File: src/rtl/sum_byte_packer_pkg.sv
// Shared types and widths for the accumulator output path: sum width, byte width
// and the serializer state encoding.
package sum_pkg;

    localparam int BYTE_W = 8;
    localparam int SUM_W  = 10;

    typedef enum logic [1:0] {
        IDLE = 2'd0,
        LO   = 2'd1,
        HI   = 2'd2
    } ser_state_t;

endpackage

File: src/rtl/sum_byte_packer_fifo.sv
// First-word-fall-through FIFO for accumulator sums. A write into a full FIFO is
// discarded and reported through a single-cycle drop pulse.
module sum_fifo #(
    parameter int DEPTH = 4,
    parameter int W     = 10
) (
    input  logic                   clk,
    input  logic                   rst_n,
    input  logic                   wr_en,
    input  logic [W-1:0]           wdata,
    input  logic                   rd_en,
    output logic [W-1:0]           rdata,
    output logic [$clog2(DEPTH):0] count,
    output logic                   drop
);

    localparam int AW = $clog2(DEPTH);
    localparam int CW = AW + 1;

    logic [W-1:0]  mem_reg [DEPTH];
    logic [AW-1:0] wr_ptr_reg;
    logic [AW-1:0] rd_ptr_reg;
    logic [CW-1:0] count_reg;
    logic [CW-1:0] count_next;
    logic          full;
    logic          empty;
    logic          do_wr;
    logic          do_rd;

    // Fullness uses the pre-edge count, so a same-cycle pop never frees a slot for the write.
    assign full  = (count_reg == CW'(DEPTH));
    assign empty = (count_reg == '0);
    assign do_wr = wr_en && !full;
    assign do_rd = rd_en && !empty;
    assign drop  = wr_en && full;

    assign rdata = mem_reg[rd_ptr_reg];
    assign count = count_reg;

    always_comb begin
        count_next = count_reg;
        case ({do_wr, do_rd})
            2'b10:   count_next = count_reg + CW'(1);
            2'b01:   count_next = count_reg - CW'(1);
            default: count_next = count_reg;
        endcase
    end

    always_ff @(posedge clk) begin
        if (do_wr) begin
            mem_reg[wr_ptr_reg] <= wdata;
        end
    end

    // Pointers are exactly AW bits wide, so they wrap modulo DEPTH on their own.
    always_ff @(posedge clk or negedge rst_n) begin
        if (!rst_n) begin
            wr_ptr_reg <= '0;
            rd_ptr_reg <= '0;
            count_reg  <= '0;
        end else begin
            if (do_wr) wr_ptr_reg <= wr_ptr_reg + AW'(1);
            if (do_rd) rd_ptr_reg <= rd_ptr_reg + AW'(1);
            count_reg <= count_next;
        end
    end

endmodule

File: src/rtl/sum_byte_packer.sv
// Buffers accumulator sums and streams each one as a low byte then a high byte over
// a valid/ready byte interface; a sticky flag records any sum lost to a full FIFO.
module sum_byte_packer
    import sum_pkg::*;
#(
    parameter int DEPTH = 4,
    parameter int IN_W  = SUM_W
) (
    input  logic                   clk,
    input  logic                   rst_n,
    input  logic [IN_W-1:0]        in_data,
    input  logic                   in_valid,
    output logic [7:0]             out_data,
    output logic                   out_valid,
    input  logic                   out_ready,
    output logic [$clog2(DEPTH):0] level,
    output logic                   overflow
);

    ser_state_t            state_reg;
    ser_state_t            state_next;
    logic [IN_W-1:0]       hold_reg;
    logic [IN_W-1:0]       hold_next;
    logic [BYTE_W-1:0]     out_data_reg;
    logic [BYTE_W-1:0]     out_data_next;
    logic                  out_valid_reg;
    logic                  out_valid_next;
    logic                  overflow_reg;
    logic                  pop;
    logic                  handshake;
    logic                  has_data;
    logic                  fifo_drop;
    logic [IN_W-1:0]       fifo_rdata;
    logic [$clog2(DEPTH):0] fifo_count;
    logic [BYTE_W-1:0]     hi_byte;

    sum_fifo #(
        .DEPTH (DEPTH),
        .W     (IN_W)
    ) u_fifo (
        .clk   (clk),
        .rst_n (rst_n),
        .wr_en (in_valid),
        .wdata (in_data),
        .rd_en (pop),
        .rdata (fifo_rdata),
        .count (fifo_count),
        .drop  (fifo_drop)
    );

    assign handshake = out_valid_reg && out_ready;
    assign has_data  = (fifo_count != '0);
    assign hi_byte   = BYTE_W'(hold_reg >> BYTE_W);

    always_ff @(posedge clk or negedge rst_n) begin
        if (!rst_n) begin
            state_reg <= IDLE;
        end else begin
            state_reg <= state_next;
        end
    end

    always_comb begin
        state_next = state_reg;
        case (state_reg)
            IDLE:    if (has_data) state_next = LO;
            LO:      if (handshake) state_next = HI;
            HI:      if (handshake) state_next = has_data ? LO : IDLE;
            default: state_next = IDLE;
        endcase
    end

    // From HI a handshake can pop the next sum directly, so pairs stream without a gap.
    always_comb begin
        pop            = 1'b0;
        hold_next      = hold_reg;
        out_data_next  = out_data_reg;
        out_valid_next = out_valid_reg;
        case (state_reg)
            IDLE: begin
                out_valid_next = 1'b0;
                if (has_data) begin
                    pop            = 1'b1;
                    hold_next      = fifo_rdata;
                    out_data_next  = fifo_rdata[BYTE_W-1:0];
                    out_valid_next = 1'b1;
                end
            end
            LO: begin
                if (handshake) out_data_next = hi_byte;
            end
            HI: begin
                if (handshake) begin
                    if (has_data) begin
                        pop           = 1'b1;
                        hold_next     = fifo_rdata;
                        out_data_next = fifo_rdata[BYTE_W-1:0];
                    end else begin
                        out_valid_next = 1'b0;
                    end
                end
            end
            default: out_valid_next = 1'b0;
        endcase
    end

    always_ff @(posedge clk or negedge rst_n) begin
        if (!rst_n) begin
            hold_reg      <= '0;
            out_data_reg  <= '0;
            out_valid_reg <= 1'b0;
            overflow_reg  <= 1'b0;
        end else begin
            hold_reg      <= hold_next;
            out_data_reg  <= out_data_next;
            out_valid_reg <= out_valid_next;
            if (fifo_drop) overflow_reg <= 1'b1;
        end
    end

    assign out_data  = out_data_reg;
    assign out_valid = out_valid_reg;
    assign level     = fifo_count;
    assign overflow  = overflow_reg;

endmodule

File: config.mk
export PLATFORM = sky130hd
export DESIGN_NAME = sum_byte_packer
export DESIGN_NICKNAME = d
export VERILOG_FILES = /design/src/rtl/sum_byte_packer_pkg.sv /design/src/rtl/sum_byte_packer_fifo.sv /design/src/rtl/sum_byte_packer.sv
export SDC_FILE = /design/constraint.sdc
export NUM_CORES = 1
export LEC_CHECK = 0
export ABC_AREA = 1
export CAP_MARGIN = 30
export CORE_MARGIN = 5
export CORE_UTILIZATION = 60
export DETAILED_ROUTE_END_ITERATION = 12
export HOLD_SLACK_MARGIN = 0.12
export PLACE_DENSITY = 0.84
export SYNTH_ARGS = -nofsm -noshare
export SYNTH_HDL_FRONTEND = slang
export SYNTH_SLANG_ARGS = --single-unit
File: constraint.sdc
create_clock -name clk -period 3.1 [get_ports clk]
set_input_delay 0.465 -clock clk [delete_from_list [all_inputs] [get_ports clk]]
set_output_delay 0.465 -clock clk [all_outputs]
set_load 0.01 [all_outputs]
## Yosys cells after proc, flatten, opt, wreduce, memory -nomap -nowiden

Memories as Yosys holds them, arrays and structs flattened.
Cells that the tools add are included.

| word-level totals | value |
|---|---|
| bits in registers | 29 |
| bits in latches | 0 |
| memory bits (writable) | 40 |
| memory bits (read-only) | 0 |
| bits of input ports | 14 |
| memories | 1 |

Memories:

| memory | depth | bits a word | rd ports | clocked after memory_dff | write ports | line | text |
|---|---|---|---|---|---|---|---|
| u_fifo.mem_reg | 4 | 10 | 1 | 0 | 1 | sum_byte_packer_fifo.sv:20 | `logic [W-1:0] mem_reg [DEPTH];` |

| cells by class | value |
|---|---|
| add/subtract/negate cells | 4 |
| $mul | 0 |
| div/mod/pow operators | 0 |
| $lt $le $gt $ge | 0 |
| equality and inequality tests | 9 |
| shift operators | 0 |
| muxes and demuxes | 21 |
| bitwise operators | 1 |
| reduce and logical (&&, ||, !) cells | 16 |

Operators by type and width:

| cell | count |
|---|---|
| two-way mux 8 bit | 3 |
| case mux 8 bit (3 select lines) | 1 |
| two-way mux 10 bit | 2 |
| case mux 10 bit (2 select lines) | 1 |
| AND reduction 3 bit | 3 |
| != test 2 bit (second input constant) | 4 |
| two-way mux 1 bit | 7 |
| two-way mux 2 bit | 3 |
| case mux 2 bit (3 select lines) | 1 |
| case mux 3 bit (2 select lines) | 1 |
| nonzero test 3 bit | 2 |
| adder 2 x 1 -> 2 bit (second input constant) | 2 |
| == test 2 x 1 -> 1 bit (second input constant) | 2 |
| == test 2 bit (second input constant) | 2 |
| logical AND 1 bit | 4 |
| nonzero test 2 bit | 2 |
| adder 3 x 1 -> 3 bit (second input constant) | 1 |
| == test 3 bit (second input constant) | 1 |
| zero test 3 bit | 1 |
| case mux 1 bit (3 select lines) | 1 |
| subtractor 3 x 1 -> 3 bit (second input constant) | 1 |
| zero test 1 bit | 2 |
| zero test 2 bit | 1 |
| case mux 1 bit (2 select lines) | 1 |
| 2 further kinds | 2 |

## Logic depth before layout (Yosys ltp)

| logic depth | value |
|---|---|
| word-level depth | 7 |
| gate-level depth with buffers | 10 |

## Modules after synthesis

Synthesis repeated with hierarchy kept, for this count alone.

| second synthesis, totals | value |
|---|---|
| cell total of the unflattened synthesis | 252 |
| area, all modules | 2696.3 um^2 |

By module, submodules not included:

| module | instances | cells each | area an instance (um^2) |
|---|---|---|---|
| sum_fifo | 1 | 178 | 2070.7 |
| sum_byte_packer | 1 | 74 | 625.6 |

## Worst setup path after synthesis

Ideal clock, no wire load.

| path | value |
|---|---|
| kind | input to register |
| start point | input out_ready |
| end point | register u_fifo.count_reg[2], in the netlist u_fifo.count[2] |
| library setup time | 131 ps |
| data arrival time | 1712 ps |
| required time | 2969 ps |
| setup slack | 1257 ps |
| stages | 10 |
| path buffers | 0 |
| cells stage by stage | nand2_2 nand2_1 nand3_2 inv_1 ha_1 inv_1 fa_1 a21oi_1 o21ai_0 xor2_1 |

| on the way | value |
|---|---|
| cells in the longest elaborated chain, start to end | 6 |

Ends and longest elaborated chain:

| item | line | text |
|---|---|---|
| from (decl) | sum_byte_packer.sv:15 | `input logic out_ready,` |
| logical AND 1 bit (*) | sum_byte_packer.sv:51 | `assign handshake = out_valid_reg && out_ready;` |
| two-way mux 1 bit (*) | sum_byte_packer.sv:93 | `if (handshake) begin` |
| case mux 1 bit (2 select lines) (*) | sum_byte_packer.sv:79 | `case (state_reg)` |
| logical AND 1 bit (*) | sum_byte_packer_fifo.sv:34 | `assign do_rd = rd_en && !empty;` |
| named net u_fifo.do_rd | sum_byte_packer_fifo.sv:28 | `logic do_rd;` |
| == test 2 x 1 -> 1 bit / == test 2 bit (equally long branches) | sum_byte_packer_fifo.sv:42 | `case ({do_wr, do_rd})` |
| case mux 3 bit (2 select lines) / nonzero test 2 bit (equally long branches) | - |  |
| to (signal assigned) | sum_byte_packer_fifo.sv:64 | `count_reg <= count_next;` |
| to (decl) | sum_byte_packer_fifo.sv:23 | `logic [CW-1:0] count_reg;` |

The timed path passes the listed nets; every way through them passes the cells marked *.
A chain may end at the register's enable or synchronous reset.

## Worst setup path in the final report

Ends and elaborated chain as after synthesis.

==> summary.md <==
| Metric | Value |
|---|---|
| Total of max-cap violations | 0 |
| WL/cell | 14.7 microns |
| CTS buffer count | 9 |
| DR top layer | met4 |
| Post_cts resized | 0 |
| Pwr Density | 994 mW/mm^2 |
| Yosys cell types | 23 |
| Synthesized area per cell | 11.2 sq um |
| Max_slew headroom | 53.5% |
| Row count | 23 |
| Setup TNS | 0 ns |
| Total gr overflow | 0 |
| Outcome | finished clean |
| Compound-cell area share of the yosys netlist | 3.88% |
| Hold Fails Final Rpt | 0 |
| Initial Util | 62.8% |
| Final setup fails | 0 |
| Crit path DAT | 2.30 ns |
| Die Y | 75.2 microns |
| CP max-delay cell | clkdlybuf4s50_1 |
| Std-Cell Core Area | 0.00406 sq mm |
| Clk buf depth | 2 |
| Worst-Margin Slew | 0.698 ns |
| H-tree levels | 3 |
| Mapped Nets | 248 |
| Most used cell, CP | inv_1 |
| Final Cycle Share | 67.4% |
| Fmax | 0.478 GHz |
| Startpoint types | input port |
| Static Leak | 1.30 nW |
| Synth Area in Adders | 3.24% |
| Clock transition at path regs | 0.06 ns |
| Total wire length | 4700 microns |
| Crit-path leading delay family | buffers and inverters |
| Pre-antenna DRT Iters | 4 |
| Clock period minus worst slack | 2.09 ns |
| RSZ-0062 raised after global routing | no |
| I/O pins | 27 |
| Setup Buffers After CTS | 0 |
| Mux cell area share after synthesis | 0% |
| Die W | 75.2 microns |
| CP endpoint kind | register |
| Peak supply drop | 644 uV |
| Vias in the first global route | 1594 |
| Share of layout cells above drive strength 1 | 10.4% |
| Final total power | 3.04 mW |
| PortBufs | 26 |
| Gate Count Post-Synth | 228 |
| DR vias/cell | 5.18 |
| Sequential area share after synthesis | 67.7% |
| Detailed-route via count | 1651 |
| Largest family of logic cells by synthesized area | simple AND/OR/NAND/NOR gates |
| GRT Resource Usage Total | 19.2% |
| Die area | 0.00565 sq mm |
| Initial antenna violation count | 0 |
| CTS sink count | 61 |
| DRT antenna net count | 0 |
| WS Path Type | in -> reg |
| DR WL met2 | 2510 microns |
| Number of diodes | 0 |
| Post-Synth Simple-Gate Area | 18.4% |
| Placer congestion estimate | 0.756 |
| Initial drt markers | 138 |
| CP max FO | 4 |
| Met3 WL | 298 microns |
| Final nets | 284 |
| DR DRC count | 0 |
| Synth warn | 0 |
| Max reg flops | 40 |
| Area growth syn-to-layout | 19.8% |
| Post-Syn Area | 0.00255 sq mm |
| CP peak stage delay | 0.51 ns |
| Post-cts hold buffer count | 0 |
| CTS tree | done |
| Crit path buffers/inverters | 3 |
| Hold crit path type | in -> async |
| Skew-Pair Late Insertion Delay | 0.34 ns |
| Req. time, crit path | 3.31 ns |
| Cell chain of the critical path | clkdlybuf4s50_1 -> nand2_2 -> nand2_1 -> nand3_2 -> inv_1 -> ha_1 -> inv_1 -> fa_1 -> a21oi_1 -> o21ai_0 -> xor2_1 |
| Largest net degree at the start of global routing | 23 |
| Met1 WL | 1830 microns |
| First-pass GRT wire length | 7660 microns |
| Yosys reg bits | 61 |
| Clock Root Buffer | clkbuf_8 |
| Max-slew violation count | 0 |
| Post-DP HPWL | 2920 microns |
| XOR/XNOR Fraction of Synth Area | 1.37% |
| Clock skew | 0.0128 ns |
==> power by group <==
part / total (mW) / internal [mW] / switching, mW
Combinational: 1.13 / 0.481 / 0.650
Clock: 0.593 / 0.307 / 0.286
Sequential: 1.31 / 1.13 / 0.184
==> per-stage QoR <==
stage / area [sq um] / worst slack, ns / cells / utilization [%] / hold WS, ns
after floorplan: 2550 / 1.26 / 228 / - / 0.169
after global placement: 2860 / 0.689 / 302 / 70.6 / 0.458
after detailed placement: 2860 / 0.644 / 302 / 70.6 / 0.457
after CTS: 3030 / 1.00 / 318 / 74.6 / 0.475
after global routing: 3050 / 0.927 / 319 / 75.3 / 0.378
final: 3050 / 1.01 / 319 / 75.3 / 0.380
==> kinds of logic (layout without fill, tap and decap cells) <==
logic type,after synthesis,in the layout
compound gates,19,19
xor+xnor,4,4
fa+ha+maj,6,6
buf+inv,31,72
flops,61,61
simple gates,107,107
==> path summary, 6_finish.rpt <==
check | slack [ns] | endpoint | startpoint | depth (start not counted)
worst min-delay path | 0.38 | u_fifo.count[0] | rst_n | 1
max in group asynchronous | 2.33 | u_fifo.rd_ptr_reg[0] | rst_n | 2
worst max-delay path | 1.01 | u_fifo.count[2] | out_ready | 11
min in group clk | 0.47 | hold_reg[8] | hold_reg[8] | 2
worst max register to register | 1.15 | u_fifo.count[2] | u_fifo.count[0] | 9
worst min register to register | 0.47 | hold_reg[8] | hold_reg[8] | 2
==> cells in the final DEF (no fill, tap or decap), types with 2 or more instances in the layout <==
master	instances
inv_2	2
nand3_1	31
clkdlybuf4s50_1	26
nand2_2	3
clkbuf_8	10
a21oi_1	2
o21ai_0	5
buf_4	5
o21ai_1	11
edfxtp_1	40
dfrtp_1	21
clkbuf_1	3
inv_1	22
ha_1	5
nor2_1	12
xor2_1	3
nand2_1	55
nor2_2	2
clkinv_2	2
nand3_2	2
==> synthesized netlist by cell type <==
| cell | number | area (sq um) |
|---|---|---|
| a21oi_1 | 2 | 10.0 |
| a31o_2 | 1 | 8.76 |
| buf_2 | 4 | 20.0 |
| buf_4 | 2 | 15.0 |
| buf_6 | 1 | 11.3 |
| dfrtp_1 | 21 | 526 |
| edfxtp_1 | 40 | 1200 |
| fa_1 | 1 | 20.0 |
| ha_1 | 5 | 62.6 |
| inv_1 | 22 | 82.6 |
| inv_2 | 2 | 7.51 |
| nand2_1 | 55 | 206 |
| nand2_2 | 3 | 18.8 |
| nand3_1 | 31 | 155 |
| nand3_2 | 2 | 20.0 |
| nor2_1 | 12 | 45.0 |
| nor2_2 | 2 | 12.5 |
| o21ai_0 | 5 | 25.0 |
| o21ai_1 | 11 | 55.1 |
| or2_0 | 1 | 6.26 |
| or2_1 | 1 | 6.26 |
| xnor2_1 | 1 | 8.76 |
| xor2_1 | 3 | 26.3 |
==> cell type report <==
| class | count | area (sq um) |
|---|---|---|
| repair buffers | 32 | 325 |
| flip-flops and latches | 61 | 1730 |
| clock inverters | 3 | 13.8 |
| multi-input cells | 136 | 687 |
| fillers | 270 | 1000 |
| clock buffers | 13 | 149 |
| inverters | 24 | 90.1 |
| well taps | 50 | 62.6 |
==> metal layers <==
metal	up-vias	track usage [%]
met2	43	33.2
met1	775	22.0
met3	6	7.08
met4	0	6.80
li1	827	-
met5	-	0
(Power assumes the default switching activity.)
==> variant, RTL diff (same flow settings) <==
`DEPTH` is set to 4 in 2 places; all go to 8.
--- a/src/rtl/sum_byte_packer_fifo.sv
+++ b/src/rtl/sum_byte_packer_fifo.sv
@@ -1,7 +1,7 @@
 // First-word-fall-through FIFO for accumulator sums. A write into a full FIFO is
 // discarded and reported through a single-cycle drop pulse.
 module sum_fifo #(
-    parameter int DEPTH = 4,
+    parameter int DEPTH = 8,
     parameter int W     = 10
 ) (
     input  logic                   clk,
--- a/src/rtl/sum_byte_packer.sv
+++ b/src/rtl/sum_byte_packer.sv
@@ -3,7 +3,7 @@
 module sum_byte_packer
     import sum_pkg::*;
 #(
-    parameter int DEPTH = 4,
+    parameter int DEPTH = 8,
     parameter int IN_W  = SUM_W
 ) (
     input  logic                   clk,
Interface: changed (resized level); port bits go from 27 to 28. The function was not compared with the original's and may differ.
==> variant against the original RTL <==
Worst setup slack got worse by 200 ps; sequential cell count rose by 43; fmax decreased by 8.7%; area after synthesis up 69%; cell area increased by 60%; die area up 59%; via count up 73%; routed wire length increased by 77%; total power grew 51%; largest cell class unchanged.
==> variant: results (changes against the original RTL) <==
Routing
  – Starting DRC count in detailed routing: 242 (+75%)
  – Routed wl met3: 532 um (+79%)
  – Drt first pass iters: 5 (+1)
  – DRT met1 WL: 3.64 mm (+99%)
  – DR vias/cell: 5.60 (+8.2%)

Yosys
  – Number of flops mapped to enable cells by yosys: 80 (+100%)
  – Synth area leaders: edfxtp_1 (56%), dfrtp_1 (14%), nor2_1 (5.3%)
  – Synth Net Count: 390 (+57%)
  – FFs w/ async S/R, synth: 0.231 (-0.113)
  – Gate Count Post-Synth: 370 (+62%)
  – Register area share after synthesis: 0.696 (+0.0189)
  – Post-synthesis xor/xnor area fraction: 0.0122 (-0.00156)
  – Post-Synth Adder-Cell Area: 0.0191 (-0.0132)
  – Commonest cells post-synth: edfxtp_1 (80), nor2_1 (61), nand2_1 (56)

Worst setup path
  – Arr. time, crit path: 2550 ps (+250 ps)
  – R2R Path End: u_fifo.count[3]$_DFFE_PN0P_
  – Reg2reg setup slack: 860 ps (-290 ps)
  – Worst path max stage delay: 490 ps (-20 ps)
  – Max FO, Critical Path: 12 (+8)

Clocking
  – Reg clk slew, reported paths: 100 ps (+40 ps)

Global route
  – Vias in the first global route: 2739 (+72%)
  – Largest net degree at the start of global routing: 42 (+83%)
  – Met3 usage: 0.0422 (-0.0285)
  – First-pass GRT wire length: 13.4 mm (+74%)

Power and ir drop
  – Worst vdd ir: 307 uV (-52%)

Timing
  – Final Skew: 12.5 ps (-0.291 ps)
  – Final worst path period need: 2290 ps (+200 ps)
  – Worst slew pin tran: 890 ps (+193 ps)

Final layout
  – Layout cells sized above 1: 0.0756 (-0.0285)
  – Largest register FFs: 80 (+100%)
  – Layout Cells excl Fill: 509 (+60%)
  – Final nets: 425 (+50%)

Placement
  – DP Cell Count: 493 (+63%)
  – Pre-CTS setup slack: 461 ps (-184 ps)
  – Port Buf Inserts: 27 (+3.8%)
  – Hpwl dp: 5.51 mm (+88%)

Status
  – Status: finished clean
==> variant: cell count changes after synthesis, sizes merged, moves of 2 or more <==
cell | before | now
o21ai | 16 | 36
a21oi | 2 | 4
xor2 | 3 | 5
nor2 | 14 | 62
nand3 | 33 | 31
edfxtp | 40 | 80
dfrtp | 21 | 24
o211ai | 0 | 16
a21boi | 0 | 2
clkbuf | 0 | 3
inv | 24 | 27
nand2 | 58 | 56
buf | 7 | 13
==> variant: final cells by class <==
class                   instances  area, um^2
multi-input cells             223        1120
clock buffers                  13         149
fillers                       541        2250
inverters                      27         101
clock inverters                 3        18.8
well taps                      99         124
flip-flops and latches        104        3000
repair buffers                 40         368
==> variant: power groups by stage <==
stage / logic [mW] / clock network, mW / registers, mW
after floorplan: 1.22 / 0 / 2.03
after global placement: 1.67 / 0 / 2.07
after detailed placement: 1.76 / 0 / 2.08
after CTS: 1.78 / 0.757 / 2.05
after global routing: 1.99 / 0.814 / 2.09
final: 1.78 / 0.740 / 2.05
